## config.mk

```make
export PLATFORM = sky130hd
export DESIGN_NAME = range_stats_unit
export DESIGN_NICKNAME = d
export VERILOG_FILES = /design/src/rtl/range_stats_unit.sv
export SDC_FILE = /design/constraint.sdc
export NUM_CORES = 1
export LEC_CHECK = 0
export CORE_UTILIZATION = 55
export CTS_CLUSTER_DIAMETER = 150
export DETAILED_ROUTE_END_ITERATION = 7
export PLACE_DENSITY = 0.87
export RECOVER_POWER = 25
export SLEW_MARGIN = 20
export SYNTH_ARGS = -nofsm -noshare
export SYNTH_HDL_FRONTEND = slang
export SYNTH_SLANG_ARGS = --single-unit
export TNS_END_PERCENT = 20
```

## constraint.sdc

```tcl
create_clock -name clock -period 5.1 [get_ports clock]
set_input_delay 1.53 -clock clock [delete_from_list [all_inputs] [get_ports clock]]
set_output_delay 1.53 -clock clock [all_outputs]
set_load 0.1 [all_outputs]
```

## src/rtl/range_stats_unit.sv

```systemverilog
// Range statistics unit: tracks min, max and sample count over a go..finish run
// and publishes min, max, range and count when the run completes.
module range_stats_unit #(
   parameter int WIDTH     = 8,
   parameter int CNT_WIDTH = 8,
   parameter int SIGNED    = 0
) (
   input  logic                 clock,
   input  logic                 reset,
   input  logic [WIDTH-1:0]     data_in,
   input  logic                 data_valid,
   input  logic                 go,
   input  logic                 finish,
   output logic [WIDTH-1:0]     range,
   output logic [WIDTH-1:0]     min_out,
   output logic [WIDTH-1:0]     max_out,
   output logic [CNT_WIDTH-1:0] count,
   output logic                 done,
   output logic                 busy,
   output logic                 error
);

   typedef enum logic [1:0] {
      IDLE   = 2'd0,
      ACTIVE = 2'd1,
      DONE   = 2'd2,
      ERROR  = 2'd3
   } state_t;

   state_t               state_q, state_d;
   logic [WIDTH-1:0]     run_min_q, run_min_d;
   logic [WIDTH-1:0]     run_max_q, run_max_d;
   logic [CNT_WIDTH-1:0] run_cnt_q, run_cnt_d;
   logic [WIDTH-1:0]     res_min_q, res_min_d;
   logic [WIDTH-1:0]     res_max_q, res_max_d;
   logic [WIDTH-1:0]     res_range_q, res_range_d;
   logic [CNT_WIDTH-1:0] res_cnt_q, res_cnt_d;
   logic                 done_q, done_d;
   logic                 busy_q, busy_d;
   logic                 error_q, error_d;

   logic [WIDTH-1:0]     fold_min;
   logic [WIDTH-1:0]     fold_max;
   logic [CNT_WIDTH-1:0] fold_cnt;
   logic                 cnt_full;

   function automatic logic is_less(input logic [WIDTH-1:0] a, input logic [WIDTH-1:0] b);
      if (SIGNED != 0) begin
         return $signed(a) < $signed(b);
      end
      return a < b;
   endfunction

   // Running state with the current sample folded in, used both for the
   // per-sample update and for the final result capture on finish.
   always_comb begin
      fold_min = run_min_q;
      fold_max = run_max_q;
      fold_cnt = run_cnt_q;
      cnt_full = &run_cnt_q;
      if (data_valid) begin
         fold_min = is_less(data_in, run_min_q) ? data_in : run_min_q;
         fold_max = is_less(run_max_q, data_in) ? data_in : run_max_q;
         fold_cnt = run_cnt_q + CNT_WIDTH'(1);
      end
   end

   always_comb begin
      state_d     = state_q;
      run_min_d   = run_min_q;
      run_max_d   = run_max_q;
      run_cnt_d   = run_cnt_q;
      res_min_d   = res_min_q;
      res_max_d   = res_max_q;
      res_range_d = res_range_q;
      res_cnt_d   = res_cnt_q;

      unique case (state_q)
         IDLE: begin
            if (finish) begin
               state_d = ERROR;
            end else if (go) begin
               state_d   = ACTIVE;
               run_min_d = data_in;
               run_max_d = data_in;
               run_cnt_d = CNT_WIDTH'(1);
            end
         end
         ACTIVE: begin
            // A sample that would wrap the counter aborts the run, even on finish.
            if (go || (data_valid && cnt_full)) begin
               state_d = ERROR;
            end else begin
               run_min_d = fold_min;
               run_max_d = fold_max;
               run_cnt_d = fold_cnt;
               if (finish) begin
                  state_d     = DONE;
                  res_min_d   = fold_min;
                  res_max_d   = fold_max;
                  res_range_d = fold_max - fold_min;
                  res_cnt_d   = fold_cnt;
               end
            end
         end
         DONE: begin
            state_d = IDLE;
         end
         ERROR: begin
            if (go && !finish) begin
               state_d   = ACTIVE;
               run_min_d = data_in;
               run_max_d = data_in;
               run_cnt_d = CNT_WIDTH'(1);
            end
         end
         default: begin
            state_d = IDLE;
         end
      endcase

      done_d  = (state_d == DONE);
      busy_d  = (state_d == ACTIVE);
      error_d = (state_d == ERROR);
   end

   always_ff @(posedge clock or posedge reset) begin
      if (reset) begin
         state_q     <= IDLE;
         run_min_q   <= '0;
         run_max_q   <= '0;
         run_cnt_q   <= '0;
         res_min_q   <= '0;
         res_max_q   <= '0;
         res_range_q <= '0;
         res_cnt_q   <= '0;
         done_q      <= 1'b0;
         busy_q      <= 1'b0;
         error_q     <= 1'b0;
      end else begin
         state_q     <= state_d;
         run_min_q   <= run_min_d;
         run_max_q   <= run_max_d;
         run_cnt_q   <= run_cnt_d;
         res_min_q   <= res_min_d;
         res_max_q   <= res_max_d;
         res_range_q <= res_range_d;
         res_cnt_q   <= res_cnt_d;
         done_q      <= done_d;
         busy_q      <= busy_d;
         error_q     <= error_d;
      end
   end

   assign range   = res_range_q;
   assign min_out = res_min_q;
   assign max_out = res_max_q;
   assign count   = res_cnt_q;
   assign done    = done_q;
   assign busy    = busy_q;
   assign error   = error_q;

endmodule

```

## After elaboration in Yosys (flattened, before gate mapping)

Cells that the tools add are included.

- Bits of input ports: 13
- Output and inout port bits: 35
- Flip-flop bits (word level): 61

- $add $sub $neg: 2
- Equality and inequality tests: 10
- Bitwise operators: 1
- $lt $le $gt $ge: 2
- Reduce and logical (&&, ||, !) cells: 9
- Multiplexer cells: 23

Operators by type and width:

| operator | count |
|---|---|
| two-way mux 8 bit | 14 |
| one-hot mux 8 bit (3 select lines) | 3 |
| less-than comparator 8 bit | 2 |
| two-way mux 2 bit | 5 |
| adder 8 x 1 -> 8 bit (second input constant) | 1 |
| == test 2 bit (second input constant) | 4 |
| != test 2 bit (second input constant) | 4 |
| one-hot mux 2 bit (4 select lines) | 1 |
| AND reduction 8 bit | 1 |
| subtractor 8 bit | 1 |
| AND reduction 5 bit | 1 |
| == test 2 x 1 -> 1 bit (second input constant) | 2 |
| AND reduction 3 bit | 1 |
| nonzero test 3 bit | 1 |
| logical AND 1 bit | 2 |
| zero test 2 bit | 1 |
| zero test 1 bit | 1 |
| logical OR 1 bit | 1 |
| NOT 1 bit | 1 |

## Logic depth before layout (Yosys ltp)

- Depth in word-level cells: 6
- Depth in mapped cells: 19
- Depth with buffers taken out: 18

## Least setup slack after synthesis

OpenSTA, ideal clock, no wires.

- Path kind: input -> register
- Start point: input data_in[1]
- End point: register res_range_q[7], in the netlist range[7]
- Setup time: 94 ps
- Required time: 5,006 ps
- Stages on the path: 18
- Arrival time: 4,857 ps
- Setup slack: 149 ps
- Cell sequence: inv_1 > ha_1 > a2111oi_2 > o211ai_2 > nand2_2 > buf_2 > mux2i_1 > inv_1 > ha_1 > a21oi_1 > inv_1 > a31oi_1 > a211o_1 > and3b_1 > maj3_2 > a211oi_2 > o21ai_1 > a221oi_2

- Cells in the longest elaborated chain, start to end: 4
- Elaborated cells on any way between the ends: 7
- Classes of those cells: add/sub (1); order compare (2); mux (4)

RTL lines:

| element | RTL line | source |
|---|---|---|
| start: declaration | 10 | `input logic [WIDTH-1:0] data_in,` |
| less-than comparator 8 bit | 51 | `return a < b;` |
| two-way mux 8 bit * | 63 | `fold_max = is_less(run_max_q, data_in) ? data_in : run_max_q;` |
| two-way mux 8 bit * | 61 | `if (data_valid) begin` |
| named net fold_max[1] | 43 | `logic [WIDTH-1:0] fold_max;` |
| subtractor 8 bit * | 101 | `res_range_d = fold_max - fold_min;` |
| end signal: assignment | 147 | `res_range_q <= res_range_d;` |
| end: declaration | 36 | `logic [WIDTH-1:0] res_range_q, res_range_d;` |

Mark *: on every way through the listed nets, which the timed path passes. The rest lies on a longest branch.
A chain may end at the register's enable or synchronous reset.

## Worst setup path after layout

- Start point: input data_in[2]
- End point: register res_range_q[7], in the netlist range[7]

- Cells in the longest elaborated chain, start to end: 4
- Elaborated cells on any way between the ends: 7
- Classes of those cells: add/sub (1); order compare (2); mux (4)

RTL lines:

| element | RTL line |
|---|---|
| less-than comparator 8 bit | 51 |
| two-way mux 8 bit | 63 |
| two-way mux 8 bit | 61 |
| named net fold_max[1] | 43 |
| subtractor 8 bit | 101 |

The timed path passes the listed nets, and every way through them passes these cells.

==> impl_metrics.yaml <==
worst_setup_path:
  reg2reg_slack_ns: 1.36
  end_kind: "register"
  arrival_ns: 5.28
  critPathRequiredTime_ns: 5.35
  critPathKind: "primary input to register"
  r2r.worst_path.cells: 16
  worstReg2RegStart: "run_max_q[7]"
  r2r-end: "range[7]"
  crit_path_max_fanout: 3
  cp-start-kind: "primary input"
detailed_routing:
  vias: 2872
  viasPerCell: 5.676
  drt_iter0_markers: 269
  dr.pass1.iters: 4
  routed_wl_um: 8030
  drtAntennaViolNets: 0
  drc: 0
  wl_per_cell_um: 15.87
synth:
  syn_area_sq_um: 3402
  yosysWarnings: 0
  synth_top_cell_by_area: "dfrtp_1"
  syn_area_per_cell_sq_um: 9.476
  synth_cells: 359
  ys_seq_elements: 61
  synthArstFlopShare_pct: 100.0
  yosysSeqAreaShare_pct: 44.87
  ys.flop_type: "dfrtp_1"
  synth_cell_types: 50
  synth_top_area_share_pct: 44.87
  syn_nets: 391
  synth_edf_count: 0
  synth.area.top_cells: "dfrtp_1 (45%), o21ai_0 (7.4%), nand2_1 (6.7%)"
sta:
  tightestPinTransition_ns: 1.388
  fin_crit_sh_pct: 98.67
  setup_viol: 0
  fmax_ghz: 0.1987
  hold_viol: 0
  slew_headroom_pct: 7.332
  skew_ns: 0.006185
  finalCriticalPeriod_ns: 5.032
  final_max_slew_viol_count: 0
layout:
  fin_util_pct: 72.92
  final_nets: 459
  final_cell_mix: "nand2_1 (61), dfrtp_1 (61), o21ai_0 (47)"
  area_growth_pct: 27.66
  fill_cells: 403
  antenna-diode-count: 0
  drive_gt1_share_pct: 16.47
placement:
  place_congestion: 0.9063
  dp_hpwl_um: 5386
  portBuffers: 47
global_route:
  met3_usage_pct: 5.000
  antenna_found_initial: 0
  grt_max_degree: 57
  grt-busiest-layer: "met2"
  use_met1_pct: 34.18
  grtUsageMet2_pct: 40.08
  grt_pass1_wl_um: 12390
  grt_pass1_vias: 2666
  grt_remaining_overflow: 0
  grt_use_total_pct: 25.74
floorplan:
  die_w_um: 80.65
  dieArea_sq_um: 6504
  coreArea_sq_um: 5956
  start_util_pct: 57.12
  row_count: 28
  num_io_pins: 48
  dieHeight_um: 80.65
clock_tree:
  postCtsHoldBufs: 0
  numCtsBuffers: 9
  htree_num_levels: 3
  cts_root_buf: "clkbuf_8"
  clockBufferDepth: 2
  cts.sinks: 61
  cts_tree: "yes"
  clkTransAtPathRegs_ns: 0.07
  clock_latency_ns: 0.34
min_path:
  hold_start: "max_out[4]"
  hold_end: "max_out[4]"
  hold_depth: 2
  hp-class: "register to register"
outcome:
  status: "finished clean"
run:
  cap_violations: 0
[cell families after synthesis]
kind of cell / count (synthesis) / share of synthesized area [%]
fa+ha+maj: 22 / 8.202
mux: 22 / 6.988
buf+inv: 36 / 4.156
simple gates: 112 / 14.42
compound gates: 91 / 17.51
xor+xnor: 15 / 3.862
flops: 61 / 44.87
[Yosys cell counts, types with 2 or more instances]
cell type	number
a211o_1	2
nand2b_1	5
xnor2_1	12
nand3_1	3
a31oi_1	3
o21ai_0	50
clkbuf_1	7
maj3_2	3
mux2i_1	8
o21a_1	2
and3_1	4
a21oi_1	12
mux2_2	14
o211ai_1	2
o21ai_1	2
xor2_1	3
nor3_1	3
and4_1	2
nand2_1	61
ha_1	18
nor2b_1	2
nor2_1	25
o31ai_1	2
o22ai_1	3
inv_1	25
buf_2	2
dfrtp_1	61
[per-stage QoR]
stage	instances	hold WS [ns]	setup WS (ns)	setup TNS, ns	cell area, sq um
floorplan	359	0.4937	0.1494	0	3402
global placement	490	0.4596	-0.08157	-0.1110	4065
detailed placement	490	0.4693	-0.3009	-0.6650	4065
CTS	505	0.4836	0.01424	0	4264
global route	506	0.5075	-0.1306	-0.1306	4343
finish	506	0.4795	0.06793	0	4343
[flip-flops by register name, indices dropped and copies added, names as in the netlist, 2 cells and up]
signal	flops
run_cnt_q	8
state_q	2
max_out	8
run_min_q	8
count	8
min_out	8
run_max_q	8
range	8
[worst max-delay path, stage by stage]
cell and delay, ns:
clkdlybuf4s50_1 0.51, inv_1 0.07, ha_1 0.30, o21a_1 0.20, o21ai_2 0.12, o211ai_2 0.14
nand2_2 0.17, mux2i_2 0.27, inv_1 0.07, ha_1 0.30, a21oi_2 0.09, a21oi_1 0.19
o221a_1 0.20, and3b_1 0.19, maj3_2 0.32, a211oi_2 0.22, o21ai_1 0.11, a221oi_2 0.28
[layer usage]
metal / wire, um / up-vias
li1: - / 1372
met3: 435 / 24
met4: 218 / 0
met1: 3594 / 1361
met5: 0 / -
met2: 3781 / 115
[worst max-delay path by stage]
stage | from | end | slack (ns)
global route | data_in[2] | range[7] | -0.13
detailed placement | data_in[5] | range[7] | -0.30
floorplan | data_in[1] | range[7] | 0.15
CTS | data_in[5] | range[7] | 0.01
finish | data_in[2] | range[7] | 0.07
global placement | data_in[5] | range[7] | -0.08
[cell type report]
cell class | instances | area, sq um | area share, %
Clock buffer | 11 | 151.4 | 3.486
Clock inverter | 4 | 47.55 | 1.095
Inverter | 26 | 97.59 | 2.247
Multi-Input combinational cell | 262 | 1802 | 41.49
Sequential cell | 61 | 1526 | 35.15
Tap cell | 75 | 93.84 | 2.161
Timing Repair Buffer | 67 | 624.3 | 14.38
[repair_timing]
| action | in CTS | in global routing |
|---|---|---|
| resized for setup | 0 | 17 |
| buffers inserted | 0 | 1 |
| endpoints found under the hold margin | 0 | 0 |
| setup endpoints to repair | 0 | 4 |
Power is not shown: default switching activity piles up to over one toggle a cycle in this logic, so the estimate is an artifact.
